<file path="src/rtl/ib_transformer_arbiter_pkg.sv">
// ---------------------------------------------------------------------------
// ib_transformer_arbiter_pkg
// Purpose : shared types and constants for the two-port packet arbiter that
//           feeds the transformer.
// Contents: arb_state_t (FSM state), PORT0/PORT1 (port index constants used
//           for the round-robin "last served" pointer).
// ---------------------------------------------------------------------------
package ib_transformer_arbiter_pkg;

  typedef enum logic [1:0] {
    ST_IDLE   = 2'd0,
    ST_GRANT0 = 2'd1,
    ST_GRANT1 = 2'd2
  } arb_state_t;

  localparam logic PORT0 = 1'b0;
  localparam logic PORT1 = 1'b1;

endpackage

</file>
<file path="src/rtl/ib_arb_sat_cnt.sv">
// ---------------------------------------------------------------------------
// ib_arb_sat_cnt
// Purpose : saturating packet counter with synchronous clear.
// Ports   : i_clk    - clock, rising edge
//           i_rst    - asynchronous active-high reset (value -> 0)
//           i_inc    - add one this cycle (ignored once all ones)
//           i_clr    - synchronous clear, wins over i_inc
//           o_value  - current count
// ---------------------------------------------------------------------------
module ib_arb_sat_cnt #(
  parameter int CNT_WIDTH = 16
) (
  input  logic                 i_clk,
  input  logic                 i_rst,
  input  logic                 i_inc,
  input  logic                 i_clr,
  output logic [CNT_WIDTH-1:0] o_value
);

  logic [CNT_WIDTH-1:0] r_value;

  always_ff @(posedge i_clk or posedge i_rst) begin
    if (i_rst) begin
      r_value <= '0;
    end else if (i_clr) begin
      r_value <= '0;
    end else if (i_inc && (r_value != {CNT_WIDTH{1'b1}})) begin
      r_value <= r_value + CNT_WIDTH'(1);
    end
  end

  assign o_value = r_value;

endmodule

</file>
<file path="src/rtl/ib_transformer_arbiter.sv">
// ---------------------------------------------------------------------------
// ib_transformer_arbiter
// Purpose : packet-locked round-robin arbiter merging two requester streams
//           into one transformer stream. Pure 2:1 mux, no buffering.
// Ports   : i_clk, i_reset            - clock / async active-high reset
//           i_in{0,1}_data/_sop_n/_eop_n/_src_rdy_n - requester words
//           o_in{0,1}_dst_rdy_n       - accept toward each requester
//           o_out_data/_sop_n/_eop_n/_src_rdy_n     - merged stream
//           i_out_dst_rdy_n           - transformer ready
//           i_cnt_clr                 - synchronous clear of both counters
//           o_pkt_cnt0/1              - packets forwarded per port (saturating)
// ---------------------------------------------------------------------------
module ib_transformer_arbiter
  import ib_transformer_arbiter_pkg::*;
#(
  parameter int DATA_WIDTH = 64,
  parameter int CNT_WIDTH  = 16
) (
  input  logic                  i_clk,
  input  logic                  i_reset,
  input  logic [DATA_WIDTH-1:0] i_in0_data,
  input  logic                  i_in0_sop_n,
  input  logic                  i_in0_eop_n,
  input  logic                  i_in0_src_rdy_n,
  output logic                  o_in0_dst_rdy_n,
  input  logic [DATA_WIDTH-1:0] i_in1_data,
  input  logic                  i_in1_sop_n,
  input  logic                  i_in1_eop_n,
  input  logic                  i_in1_src_rdy_n,
  output logic                  o_in1_dst_rdy_n,
  output logic [DATA_WIDTH-1:0] o_out_data,
  output logic                  o_out_sop_n,
  output logic                  o_out_eop_n,
  output logic                  o_out_src_rdy_n,
  input  logic                  i_out_dst_rdy_n,
  input  logic                  i_cnt_clr,
  output logic [CNT_WIDTH-1:0]  o_pkt_cnt0,
  output logic [CNT_WIDTH-1:0]  o_pkt_cnt1
);

  arb_state_t r_state;
  logic       r_rr;      // port served most recently; the other one wins a tie

  logic w_req0, w_req1;
  logic w_eop0, w_eop1;

  // Only a valid SOP word opens a request; mid-packet words never do.
  assign w_req0 = ~i_in0_src_rdy_n & ~i_in0_sop_n;
  assign w_req1 = ~i_in1_src_rdy_n & ~i_in1_sop_n;

  // EOP transfer of the granted port: the only event that releases a grant.
  assign w_eop0 = (r_state == ST_GRANT0) & ~i_in0_src_rdy_n & ~i_out_dst_rdy_n & ~i_in0_eop_n;
  assign w_eop1 = (r_state == ST_GRANT1) & ~i_in1_src_rdy_n & ~i_out_dst_rdy_n & ~i_in1_eop_n;

  always_ff @(posedge i_clk or posedge i_reset) begin
    if (i_reset) begin
      r_state <= ST_IDLE;
      r_rr    <= PORT1;
    end else begin
      case (r_state)
        ST_IDLE: begin
          if (w_req0 && w_req1) begin
            r_state <= (r_rr == PORT1) ? ST_GRANT0 : ST_GRANT1;
          end else if (w_req0) begin
            r_state <= ST_GRANT0;
          end else if (w_req1) begin
            r_state <= ST_GRANT1;
          end
        end
        ST_GRANT0: begin
          if (w_eop0) begin
            r_rr    <= PORT0;
            // Hand straight over to a waiting port 1 so no idle cycle is lost.
            r_state <= w_req1 ? ST_GRANT1 : ST_IDLE;
          end
        end
        ST_GRANT1: begin
          if (w_eop1) begin
            r_rr    <= PORT1;
            r_state <= w_req0 ? ST_GRANT0 : ST_IDLE;
          end
        end
        default: r_state <= ST_IDLE;
      endcase
    end
  end

  // Datapath: combinational 2:1 mux selected by the registered grant.
  always_comb begin
    o_out_data      = '0;
    o_out_sop_n     = 1'b1;
    o_out_eop_n     = 1'b1;
    o_out_src_rdy_n = 1'b1;
    o_in0_dst_rdy_n = 1'b1;
    o_in1_dst_rdy_n = 1'b1;
    case (r_state)
      ST_GRANT0: begin
        o_out_data      = i_in0_data;
        o_out_sop_n     = i_in0_sop_n;
        o_out_eop_n     = i_in0_eop_n;
        o_out_src_rdy_n = i_in0_src_rdy_n;
        o_in0_dst_rdy_n = i_out_dst_rdy_n;
      end
      ST_GRANT1: begin
        o_out_data      = i_in1_data;
        o_out_sop_n     = i_in1_sop_n;
        o_out_eop_n     = i_in1_eop_n;
        o_out_src_rdy_n = i_in1_src_rdy_n;
        o_in1_dst_rdy_n = i_out_dst_rdy_n;
      end
      default: ;
    endcase
  end

  ib_arb_sat_cnt #(.CNT_WIDTH(CNT_WIDTH)) u_cnt0 (
    .i_clk   (i_clk),
    .i_rst   (i_reset),
    .i_inc   (w_eop0),
    .i_clr   (i_cnt_clr),
    .o_value (o_pkt_cnt0)
  );

  ib_arb_sat_cnt #(.CNT_WIDTH(CNT_WIDTH)) u_cnt1 (
    .i_clk   (i_clk),
    .i_rst   (i_reset),
    .i_inc   (w_eop1),
    .i_clr   (i_cnt_clr),
    .o_value (o_pkt_cnt1)
  );

endmodule

</file>
<file path="config.mk">
export PLATFORM = sky130hd
export DESIGN_NAME = ib_transformer_arbiter
export DESIGN_NICKNAME = d
export VERILOG_FILES = /design/src/rtl/ib_transformer_arbiter_pkg.sv /design/src/rtl/ib_arb_sat_cnt.sv /design/src/rtl/ib_transformer_arbiter.sv
export SDC_FILE = /design/constraint.sdc
export NUM_CORES = 1
export LEC_CHECK = 0
export BUFFER_PORTS_ARGS = -buffer_cell sky130_fd_sc_hd__clkbuf_2
export CORE_AREA = 2 2 93 95
export CTS_BUF_LIST = sky130_fd_sc_hd__clkbuf_8
export DETAILED_ROUTE_END_ITERATION = 8
export DIE_AREA = 0 0 95 97
export PLACE_DENSITY_LB_ADDON = 0.25
export SYNTH_ARGS = -nofsm -noshare
export SYNTH_HDL_FRONTEND = slang
export SYNTH_SLANG_ARGS = --single-unit
</file>
<file path="constraint.sdc">
create_clock -name i_clk -period 2.61 [get_ports i_clk]
set_input_delay 0.261 -clock i_clk [delete_from_list [all_inputs] [get_ports i_clk]]
set_output_delay 0.261 -clock i_clk [all_outputs]
set_load 0.05 [all_outputs]
</file>
==> impl_metrics.xml <==
<?xml version="1.0" encoding="UTF-8"?>
<metrics>
  <group name="outcome">
    <metric name="run_status" unit="">complete, no violations</metric>
  </group>
  <group name="cells_and_area">
    <metric name="n_fill_cell" unit="">813</metric>
    <metric name="antenna_cells" unit="">0</metric>
    <metric name="final_common_cell" unit="">sky130_fd_sc_hd__clkbuf_2</metric>
    <metric name="num-nets-final" unit="">745</metric>
    <metric name="drive_gt1_share" unit="%">45.0</metric>
    <metric name="area_delta_synth_final" unit="%">47.6</metric>
    <metric name="commonest_cells_after_routing_fill_and_taps_aside" unit="">234 x sky130_fd_sc_hd__clkbuf_2, 69 x sky130_fd_sc_hd__nor2b_1, 67 x sky130_fd_sc_hd__a22oi_1</metric>
  </group>
  <group name="die">
    <metric name="start_util" unit="%">37.7</metric>
    <metric name="rows" unit="">33</metric>
    <metric name="boundaryPins" unit="">239</metric>
    <metric name="design.core.area" unit="µm²">8130</metric>
    <metric name="die_height" unit="µm">97</metric>
    <metric name="die_width" unit="µm">95</metric>
    <metric name="floorplan.die_area" unit="µm²">9220</metric>
  </group>
  <group name="sta">
    <metric name="timing.final.crit_share" unit="%">93.0</metric>
    <metric name="fin_worst_setup_slack" unit="ns">0.183</metric>
    <metric name="max_slew_vio_count" unit="">0</metric>
    <metric name="fmax" unit="MHz">412</metric>
    <metric name="timing.slew.headroom" unit="%">23.8</metric>
    <metric name="period_minus_slack" unit="ns">2.43</metric>
    <metric name="report.final.setup_viol" unit="">0</metric>
    <metric name="final_hold_viol_count" unit="">0</metric>
    <metric name="setup_total_neg_slack" unit="ns">0</metric>
    <metric name="rsz_0062_raised_after_global_routing" unit="">false</metric>
    <metric name="finalClockSkew" unit="ns">0.00618</metric>
    <metric name="tightestPinTransition" unit="ns">1.13</metric>
  </group>
  <group name="detailed_routing">
    <metric name="drt-initial-drc-count" unit="">236</metric>
    <metric name="routed.top_layer" unit="">met4</metric>
    <metric name="met3_wirelength" unit="mm">1.95</metric>
    <metric name="totalWireLength" unit="mm">12.9</metric>
    <metric name="drt_pass_1_iters" unit="">5</metric>
    <metric name="wl_met1" unit="mm">5.22</metric>
    <metric name="routed-wl-met2" unit="mm">5.53</metric>
    <metric name="via_per_inst" unit="">5.52</metric>
    <metric name="drtAntennaViolNets" unit="">0</metric>
    <metric name="vias" unit="">3891</metric>
    <metric name="wl_per_cell" unit="µm">18.2</metric>
    <metric name="drc" unit="">0</metric>
  </group>
  <group name="synth">
    <metric name="synth_area" unit="µm²">3060</metric>
    <metric name="synth_cell_types" unit="">45</metric>
    <metric name="primary_flip_flop_cell_chosen_by_synthesis_mapping" unit="">sky130_fd_sc_hd__dfrtp_1</metric>
    <metric name="synth_async_sr_flop_share" unit="%">100</metric>
    <metric name="synth.avg_cell_area" unit="µm²">8.19</metric>
    <metric name="synth_edf_count" unit="">0</metric>
    <metric name="postSynthRegisterBits" unit="">35</metric>
    <metric name="netlist_instances" unit="">374</metric>
    <metric name="synth-seq-area-share" unit="%">28.6</metric>
    <metric name="synth.net_count" unit="">518</metric>
    <metric name="yosys_warnings" unit="">0</metric>
  </group>
  <group name="grt">
    <metric name="grt_start_max_net_pins" unit="">72</metric>
    <metric name="globalRoute.totalOverflow" unit="">0</metric>
    <metric name="first_global_vias" unit="">3505</metric>
    <metric name="grt_pass1_wl" unit="mm">19.3</metric>
    <metric name="antenna_violations_before_repair" unit="">0</metric>
    <metric name="grt.total_usage" unit="%">27.1</metric>
  </group>
  <group name="power_and_ir_drop">
    <metric name="leakagePower" unit="µW">0.00216</metric>
    <metric name="total_power" unit="µW">4860</metric>
    <metric name="power_per_cell_area" unit="nW/µm²">1080</metric>
    <metric name="vdd_drop_max" unit="mV">0.709</metric>
  </group>
  <group name="worst_setup_path">
    <metric name="rrSetupSlack" unit="ns">0.18</metric>
    <metric name="worst_setup_path_startpoint" unit="">r_state[0]</metric>
    <metric name="r2r-start" unit="">r_state[0]</metric>
    <metric name="worstRegToRegCells" unit="">6</metric>
    <metric name="crit_path_top_delay_cell" unit="">sky130_fd_sc_hd__or4b_4</metric>
    <metric name="timing.critical_path.from_type" unit="">register</metric>
    <metric name="timing.setup.critical_path_class" unit="">reg -&gt; reg</metric>
    <metric name="setup.worst_path.end_class" unit="">register</metric>
    <metric name="worst-path-max-fanout" unit="">7</metric>
    <metric name="cp_cell_instances" unit="">inv_1, ha_2, or4b_4, or3_4, nor4b_2, mux2_1</metric>
    <metric name="timing.critical_path.required" unit="ns">2.78</metric>
    <metric name="crit_path_max_incr_delay" unit="ns">0.50</metric>
    <metric name="crit_arrival" unit="ns">2.60</metric>
    <metric name="worstReg2RegEnd" unit="">u_cnt1.o_value[14]</metric>
    <metric name="critical_path_destination" unit="">u_cnt1.o_value[14]</metric>
  </group>
  <group name="clock_tree">
    <metric name="number_of_sinks_handled_by_clock_tree_synthesis" unit="">35</metric>
    <metric name="cts_hold_repair.buffers" unit="">0</metric>
    <metric name="path_clk_slew" unit="ns">0.07</metric>
    <metric name="cts_resized" unit="">0</metric>
    <metric name="clock_latency" unit="ns">0.29</metric>
    <metric name="clk_path_buf_depth" unit="">2</metric>
    <metric name="tritoncts" unit="">yes</metric>
    <metric name="post-cts-setup-buffer-count" unit="">0</metric>
    <metric name="clock-root-buffer" unit="">sky130_fd_sc_hd__clkbuf_8</metric>
    <metric name="cts-buffers-inserted" unit="">5</metric>
    <metric name="htree_levels" unit="">2</metric>
  </group>
  <group name="placed_design">
    <metric name="gp_routability_congestion" unit="">0.927</metric>
    <metric name="detailed_place_hpwl" unit="mm">10.3</metric>
    <metric name="port-buffer-count" unit="">238</metric>
    <metric name="placement.setup.worst_slack" unit="ns">0.140</metric>
  </group>
  <group name="worst_hold_path">
    <metric name="holdCritPathClass" unit="">in -&gt; async</metric>
  </group>
  <group name="run">
    <metric name="maxCapViolCount" unit="">0</metric>
  </group>
</metrics>
==> metal layers <==
metal	GRT usage [%]	vias to the layer above
met5	0	-
met4	5.69	0
met3	14.8	18
met2	39.0	191
met1	35.8	1807
li1	-	1875
==> registers in the layout, indices dropped and copies added, names as in the netlist <==
register,cells
r_state,2
r_rr,1
u_cnt1.o_value,16
u_cnt0.o_value,16
==> worst max-delay path, delay by kind of cell (launching register included) <==
kind                       cells  cell delay (ns)
adders and majority gates      1             0.21
buffers and inverters          1             0.12
DFF                            1             0.41
muxes                          1             0.34
and+or+nand+nor                3             1.23
==> logic make-up (layout without fill, tap and decap cells) <==
family,count (synthesis),count (layout),share of synthesized area (%)
fa+ha+maj,6,6,2.45
flops,35,35,28.6
mux,6,6,2.12
compound gates,128,128,28.6
buf+inv,38,264,4.90
xor+xnor,2,2,0.572
simple gates,159,159,32.8
==> metrics by stage <==
stage          cell area (µm²)  hold slack [ns]  instances  util, %
2_1_floorplan             3060            0.415        374        -
5_1_grt                   4520            0.218        705     55.6
3_5_place_dp              4440            0.508        699     54.6
3_3_place_gp              4440            0.490        699     54.6
6_report                  4520            0.138        705     55.6
4_1_cts                   4520            0.194        705     55.5
==> synthesized netlist by cell type, types with 2 or more instances <==
cell type                  number  share of area [%]
sky130_fd_sc_hd__nor3_1         5               0.82
sky130_fd_sc_hd__nor4b_2        3                1.5
sky130_fd_sc_hd__o21ai_0       16                2.6
sky130_fd_sc_hd__a31oi_1        2               0.41
sky130_fd_sc_hd__ha_1           6                2.5
sky130_fd_sc_hd__o41ai_1        3               0.86
sky130_fd_sc_hd__mux2_2         3                1.1
sky130_fd_sc_hd__inv_1         10                1.2
sky130_fd_sc_hd__and2_1         2               0.41
sky130_fd_sc_hd__or4_1         10                2.5
sky130_fd_sc_hd__o31ai_1        9                2.2
sky130_fd_sc_hd__nand4_1        7                1.4
sky130_fd_sc_hd__nor4_1         4               0.82
sky130_fd_sc_hd__buf_1          4               0.49
sky130_fd_sc_hd__xor2_1         2               0.57
sky130_fd_sc_hd__nor2_1         8               0.98
sky130_fd_sc_hd__mux2i_1        2               0.65
sky130_fd_sc_hd__buf_2          3               0.49
sky130_fd_sc_hd__or2_2          2               0.41
sky130_fd_sc_hd__nand2b_1       3               0.61
sky130_fd_sc_hd__or3_1         12                2.5
sky130_fd_sc_hd__a22oi_1       67                 16
sky130_fd_sc_hd__dfrtp_1       34                 28
sky130_fd_sc_hd__clkbuf_1      20                2.5
sky130_fd_sc_hd__o311ai_0       2               0.57
sky130_fd_sc_hd__and4_1         2               0.57
sky130_fd_sc_hd__and3_1         3               0.61
sky130_fd_sc_hd__a21oi_1       23                3.8
sky130_fd_sc_hd__nor2b_1       69                 14
sky130_fd_sc_hd__nand3_1        9                1.5
sky130_fd_sc_hd__nand2_1       15                1.8
==> how the worst min path moves through the flow <==
stage / end / slack [ns] / depth (start not counted)
floorplan: r_state[0] / 0.41 / 1
global placement: u_cnt0.o_value[10] / 0.49 / 2
detailed placement: u_cnt0.o_value[10] / 0.51 / 2
CTS: u_cnt0.o_value[10] / 0.19 / 2
global route: u_cnt0.o_value[14] / 0.22 / 2
finish: u_cnt0.o_value[10] / 0.14 / 2
==> report_power, final <==
part	total (µW)	switching (µW)	internal, µW
registers	590	21.1	569
clock network	365	191	174
logic	3910	2760	1150
total	4860	2970	1890
==> area by class of cell <==
type,instances,area (µm²),area share (%)
Inverter,10,37.5,0.830
Sequential cell,35,877,19.4
Clock inverter,1,3.75,0.0830
Multi-Input combinational cell,301,2050,45.4
Tap cell,105,131,2.91
Timing Repair Buffer,248,1350,29.9
Clock buffer,5,68.8,1.52
Power figures use the tool's default switching activity.
